### src/rtl/eco32f_pkg.sv
// Shared constants and types for the eco32f fetch stage.
package eco32f_pkg;

  localparam logic [31:0] ECO32F_RESET_PC = 32'hE000_0000;
  localparam logic [31:0] ECO32F_NOP_INSN = 32'h0000_0000;

  localparam logic [1:0] ECO32F_FETCH_IDLE  = 2'd0;
  localparam logic [1:0] ECO32F_FETCH_FETCH = 2'd1;
  localparam logic [1:0] ECO32F_FETCH_DROP  = 2'd2;
  localparam logic [1:0] ECO32F_FETCH_HALT  = 2'd3;

  typedef struct packed {
    logic [31:0] pc;
    logic [31:0] insn;
    logic        fault;
  } eco32f_slot_t;

  function automatic logic [31:0] eco32f_word_align(input logic [31:0] a);
    return a & 32'hFFFF_FFFC;
  endfunction

endpackage

### src/rtl/eco32f_fetch_skid.sv
// One-entry holding buffer for a fetch response that arrives while decode is stalled.
module eco32f_fetch_skid
  import eco32f_pkg::*;
(
  input  logic         clk,
  input  logic         rst,
  input  logic         push_i,
  input  logic         pop_i,
  input  logic         clear_i,
  input  eco32f_slot_t data_i,
  output eco32f_slot_t data_o,
  output logic         valid_o
);

  eco32f_slot_t data_q;
  logic         valid_q;

  always_ff @(posedge clk) begin
    if (!rst) begin
      valid_q <= 1'b0;
      data_q  <= '0;
    end else if (clear_i) begin
      valid_q <= 1'b0;
    end else if (push_i) begin
      valid_q <= 1'b1;
      data_q  <= data_i;
    end else if (pop_i) begin
      valid_q <= 1'b0;
    end
  end

  assign data_o  = data_q;
  assign valid_o = valid_q;

endmodule

### src/rtl/eco32f_fetch.sv
// eco32f instruction fetch: owns the PC, drives the single-outstanding ibus
// and feeds decode, inserting bubbles when no instruction is available.
module eco32f_fetch
  import eco32f_pkg::*;
#(
  parameter logic [31:0] RESET_PC = ECO32F_RESET_PC,
  parameter logic [31:0] NOP_INSN = ECO32F_NOP_INSN
) (
  input  logic        clk,
  input  logic        rst,
  input  logic        if_stall,
  input  logic        branch_valid,
  input  logic [31:0] branch_pc,
  output logic        ibus_req,
  output logic [31:0] ibus_adr,
  input  logic        ibus_ack,
  input  logic        ibus_err,
  input  logic [31:0] ibus_dat_i,
  output logic [31:0] id_pc,
  output logic [31:0] id_insn,
  output logic        id_valid,
  output logic        id_exc_ibus_fault
);

  logic [1:0]  state_q, state_d;
  logic [31:0] pc_q, pc_d;
  logic        req_q, req_d;
  logic [31:0] adr_q, adr_d;
  logic [31:0] id_pc_q, id_pc_d;
  logic [31:0] id_insn_q, id_insn_d;
  logic        id_valid_q, id_valid_d;
  logic        id_fault_q, id_fault_d;

  logic         skid_push, skid_pop, skid_clear, skid_valid;
  eco32f_slot_t skid_in, skid_out;

  logic        resp_ack, resp_err, resp_any;
  logic [31:0] pc_inc, tgt;

  // Responses only count while a request is actually outstanding.
  assign resp_err = req_q & ibus_err;
  assign resp_ack = req_q & ibus_ack & ~ibus_err;
  assign resp_any = resp_ack | resp_err;
  assign pc_inc   = pc_q + 32'd4;
  assign tgt      = eco32f_word_align(branch_pc);

  eco32f_fetch_skid u_skid (
    .clk     (clk),
    .rst     (rst),
    .push_i  (skid_push),
    .pop_i   (skid_pop),
    .clear_i (skid_clear),
    .data_i  (skid_in),
    .data_o  (skid_out),
    .valid_o (skid_valid)
  );

  always_comb begin
    state_d    = state_q;
    pc_d       = pc_q;
    req_d      = req_q;
    adr_d      = adr_q;
    id_pc_d    = id_pc_q;
    id_insn_d  = id_insn_q;
    id_valid_d = id_valid_q;
    id_fault_d = id_fault_q;
    skid_push  = 1'b0;
    skid_pop   = 1'b0;
    skid_clear = 1'b0;
    skid_in    = '{pc: pc_q, insn: ibus_dat_i, fault: 1'b0};

    if (branch_valid) begin
      pc_d       = tgt;
      id_insn_d  = NOP_INSN;
      id_valid_d = 1'b0;
      id_fault_d = 1'b0;
      skid_clear = 1'b1;
      if (!req_q || resp_any) begin
        state_d = ECO32F_FETCH_FETCH;
        req_d   = 1'b1;
        adr_d   = tgt;
      end else begin
        state_d = ECO32F_FETCH_DROP;
      end
    end else begin
      // Default ID update; the FETCH accept path below overrides it.
      if (!if_stall) begin
        if (skid_valid) begin
          skid_pop   = 1'b1;
          id_pc_d    = skid_out.pc;
          id_insn_d  = skid_out.insn;
          id_valid_d = 1'b1;
          id_fault_d = skid_out.fault;
        end else begin
          id_insn_d  = NOP_INSN;
          id_valid_d = 1'b0;
          id_fault_d = 1'b0;
        end
      end

      case (state_q)
        ECO32F_FETCH_IDLE: begin
          state_d = ECO32F_FETCH_FETCH;
          req_d   = 1'b1;
          adr_d   = pc_q;
        end
        ECO32F_FETCH_FETCH: begin
          if (resp_err) begin
            state_d = ECO32F_FETCH_HALT;
            req_d   = 1'b0;
            if (if_stall) begin
              skid_push = 1'b1;
              skid_in   = '{pc: pc_q, insn: NOP_INSN, fault: 1'b1};
            end else begin
              id_pc_d    = pc_q;
              id_insn_d  = NOP_INSN;
              id_valid_d = 1'b1;
              id_fault_d = 1'b1;
            end
          end else if (resp_ack) begin
            pc_d = pc_inc;
            if (if_stall) begin
              skid_push = 1'b1;
              req_d     = 1'b0;
            end else begin
              id_pc_d    = pc_q;
              id_insn_d  = ibus_dat_i;
              id_valid_d = 1'b1;
              id_fault_d = 1'b0;
              adr_d      = pc_inc;
            end
          end else if (!req_q && skid_valid && !if_stall) begin
            req_d = 1'b1;
            adr_d = pc_q;
          end
        end
        ECO32F_FETCH_DROP: begin
          if (resp_any) begin
            state_d = ECO32F_FETCH_FETCH;
            req_d   = 1'b1;
            adr_d   = pc_q;
          end
        end
        default: begin
        end
      endcase
    end
  end

  always_ff @(posedge clk) begin
    if (!rst) begin
      state_q    <= ECO32F_FETCH_IDLE;
      pc_q       <= RESET_PC;
      req_q      <= 1'b0;
      adr_q      <= RESET_PC;
      id_pc_q    <= RESET_PC;
      id_insn_q  <= NOP_INSN;
      id_valid_q <= 1'b0;
      id_fault_q <= 1'b0;
    end else begin
      state_q    <= state_d;
      pc_q       <= pc_d;
      req_q      <= req_d;
      adr_q      <= adr_d;
      id_pc_q    <= id_pc_d;
      id_insn_q  <= id_insn_d;
      id_valid_q <= id_valid_d;
      id_fault_q <= id_fault_d;
    end
  end

  assign ibus_req          = req_q;
  assign ibus_adr          = adr_q;
  assign id_pc             = id_pc_q;
  assign id_insn           = id_insn_q;
  assign id_valid          = id_valid_q;
  assign id_exc_ibus_fault = id_fault_q;

endmodule

### config.mk
export PLATFORM = sky130hd
export DESIGN_NAME = eco32f_fetch
export DESIGN_NICKNAME = d
export VERILOG_FILES = /design/src/rtl/eco32f_pkg.sv /design/src/rtl/eco32f_fetch_skid.sv /design/src/rtl/eco32f_fetch.sv
export SDC_FILE = /design/constraint.sdc
export NUM_CORES = 1
export LEC_CHECK = 0
export CAP_MARGIN = 10
export CORE_UTILIZATION = 45
export CTS_CLUSTER_DIAMETER = 60
export DETAILED_ROUTE_END_ITERATION = 16
export PLACE_DENSITY = 0.71
export SKIP_CTS_REPAIR_TIMING = 1
export SYNTH_ARGS = -nofsm -noshare
export SYNTH_HDL_FRONTEND = slang
export SYNTH_HIERARCHICAL = 1
export SYNTH_SLANG_ARGS = --single-unit
### constraint.sdc
create_clock -name clk -period 2.4 [get_ports clk]
set_input_delay 0.24 -clock clk [delete_from_list [all_inputs] [get_ports clk]]
set_output_delay 0.24 -clock clk [all_outputs]
set_load 0.02 [all_outputs]
==> results.md <==
- Status: finished clean
- Post-route DRC: 0
- Unrepaired setup endpoints after global routing: no
- Avg Inst Size Synth: between 8 and 9 um2
- Die Width: roughly 140 um
- Hold Path Class: primary input to flip-flop
- Sink Count: 195
- Port bufs: between 150 and 200
- Max-cap violations: 0
- Cell area after synthesis: roughly 8700 um2
- Ys Warns: 6
- Final Setup Violations: 0
- Antenna diodes: 0
- CTS tree: yes
- Cell count after placement: around 1400
- Final hold vios: 0
- Area grow syn2layout: 31.39%
- First-pass DRT Iterations: 5
- Post-Synth Simple-Gate Area: between 20% and 30%
- Crit path launch type: flip-flop
- Pwr per Cell Area: 631.3 nW/um2
- Yosys reg bits: just under 200
- Arr. time, crit path: between 2 and 3 ns
- Fin crit share: around 93%
- Synth Area in Compound Gates: about 17%
- Synth Area in XOR/XNOR: less than 1%
- Die Area: around 20000 um2
- Nets@finish: roughly 1200
- Leakage: 4.069 nW
- Rows: 50
- Mux contribution to synthesized area: 8.224%
- H-tree lvl count: 4
- Final core occ: 60.61%
- Filler Cell Count: between 1500 and 2000
- Vias in the first global route: 7620
- Antenna violations before repair: 0
- Most frequent cells in the layout: 195 x dfxtp_1, 164 x nand2_1, 162 x clkdlybuf4s50_1
- Max Slew Vio Count: 0
- VDD IR max: just over 0.0005 V
- Netlist cell types: 67
- Ys flop type: dfxtp_1
- DRT iter0 DRCs: approximately 550
- EDFF count, synth: 0
- Antenna Nets Post-Route: 0
- CTS buffer count: 17
- CTS max path bufs: 2
- Crit Path Category: flip-flop to flip-flop
- GR Overflow Total: 0
- Power Total: between 7 and 8 mW
- IO Pins: between 150 and 200
- Placed cell area: approximately 11000 um2
- Commonest non-fill, non-tap cell in the layout: dfxtp_1
- Largest family of logic cells by synthesized area: simple AND/OR/NAND/NOR gates
- GP Congestion: between 0.8 and 0.9
- Core box area: around 19000 um2
- R2r setup slk: 0.16 ns
- Initial Util: a little under half
- Die span in y: 140.7 um
- First-pass GRT wire length: approximately 38 mm
- Root buf cell: clkbuf_16
- Total Wirelength: around 24 mm
- DP Wirelength: around 17 mm
- Layout cell share with drive strength beyond 1: between 10% and 20%
- Seq/Total Area, Yosys: about 45%
- CP required: between 2 and 3 ns
- Fin area: between 10000 and 15000 um2
- Fmax achieved: around 450 MHz
- Clock skew: 0.01085 ns
- Clock-pin slew on the worst setup and hold paths: approximately 0.070 ns
- WL/cell: ~17 um
- Via density: between 5 and 6
- Global Route Usage Sum: between 20 and 25%
- Clk_lat worst skew: about 0.44 ns
- Fin crit period: approximately 2.2 ns
- CP Max Fanout: 8
- Mapped Cells: approximately 970
- Largest net degree at the start of global routing: between 90 and 100
- Synth Area in Adders: less than 1%
- Fin cells: 1382
- Worst Setup End Kind: flip-flop
- Ys async rst share: 0%
- DR vias: between 7000 and 8000
## power breakdown
| part | switching (mW) | leakage (nW) | internal (mW) |
|---|---|---|---|
| combinational | 0.478 | 2.20 | 0.412 |
| clock | 1.37 | 0.280 | 1.48 |
| sequential | 0.102 | 1.59 | 3.34 |
## cells by family (layout without fill, tap and decap cells)
logic type	Yosys count	after routing
and+or+nand+nor	405	405
AOI/OAI and AO/OA	195	195
xor gates and xnor gates	6	6
DFF	195	195
buffers and inverters	92	271
other	1	4
adders and majority gates	1	1
muxes	71	71
## per-layer routing
metal  global-route usage [%]  up-vias  wire length [um]
met5                        0        -                 0
met4                    9.268        0               512
met3                    4.076       37              1558
met2                    40.06      273             11420
met1                    31.90     3779             10440
li1                         -     3815                 -
## worst max-delay path, cell delays in order, from the launching register on
cell,delay [ns]
dfxtp_1,0.53
nand2_1,0.12
or4_1,0.58
nor4_1,0.33
mux2_1,0.38
o31ai_1,0.22
## metrics by stage
step / setup TNS [ns] / setup WS, ns / hold WS (ns)
detailed placement: -0.7611 / -0.09374 / 0.4464
CTS: 0 / 0.1790 / 0.1024
global route: 0 / 0.05216 / 0.1353
finish: 0 / 0.1594 / 0.1197
floorplan: 0 / 0.1217 / 0.3904
global placement: -0.1080 / -0.02291 / 0.4401
## cell type report
type,count,area [um2],area share (%)
Clock buffer,17,425.4,3.740
Timing Repair Buffer,227,2257,19.84
Tap cell,234,292.8,2.574
Multi-Input combinational cell,682,4287,37.69
Clock inverter,15,163.9,1.441
Inverter,12,45.04,0.3960
Sequential cell,195,3904,34.32
## path summary, 6_finish.rpt
path,start,end,cells after the start
hold reg to reg,flip-flop,flip-flop,2
setup / recovery,pc_q[4],ibus_adr[31],5
hold / removal,rst,id_pc[29],2
setup reg to reg,pc_q[4],ibus_adr[31],5
## synthesized netlist by cell type, types with 18 or more instances
cell type,count,share of area (%)
a21oi_1,22,1.3
a222oi_1,25,2.9
a22oi_1,31,2.7
buf_2,25,1.4
clkbuf_1,36,1.6
dfxtp_1,195,45
mux2i_1,70,8.1
nand2_1,165,7.2
nand3_1,34,2.0
nor2_1,67,2.9
nor2b_1,42,3.0
nor3_1,18,1.0
o21ai_0,21,1.2
o2bb2ai_1,26,2.6
Note: power is estimated with default switching activity, not from simulation.
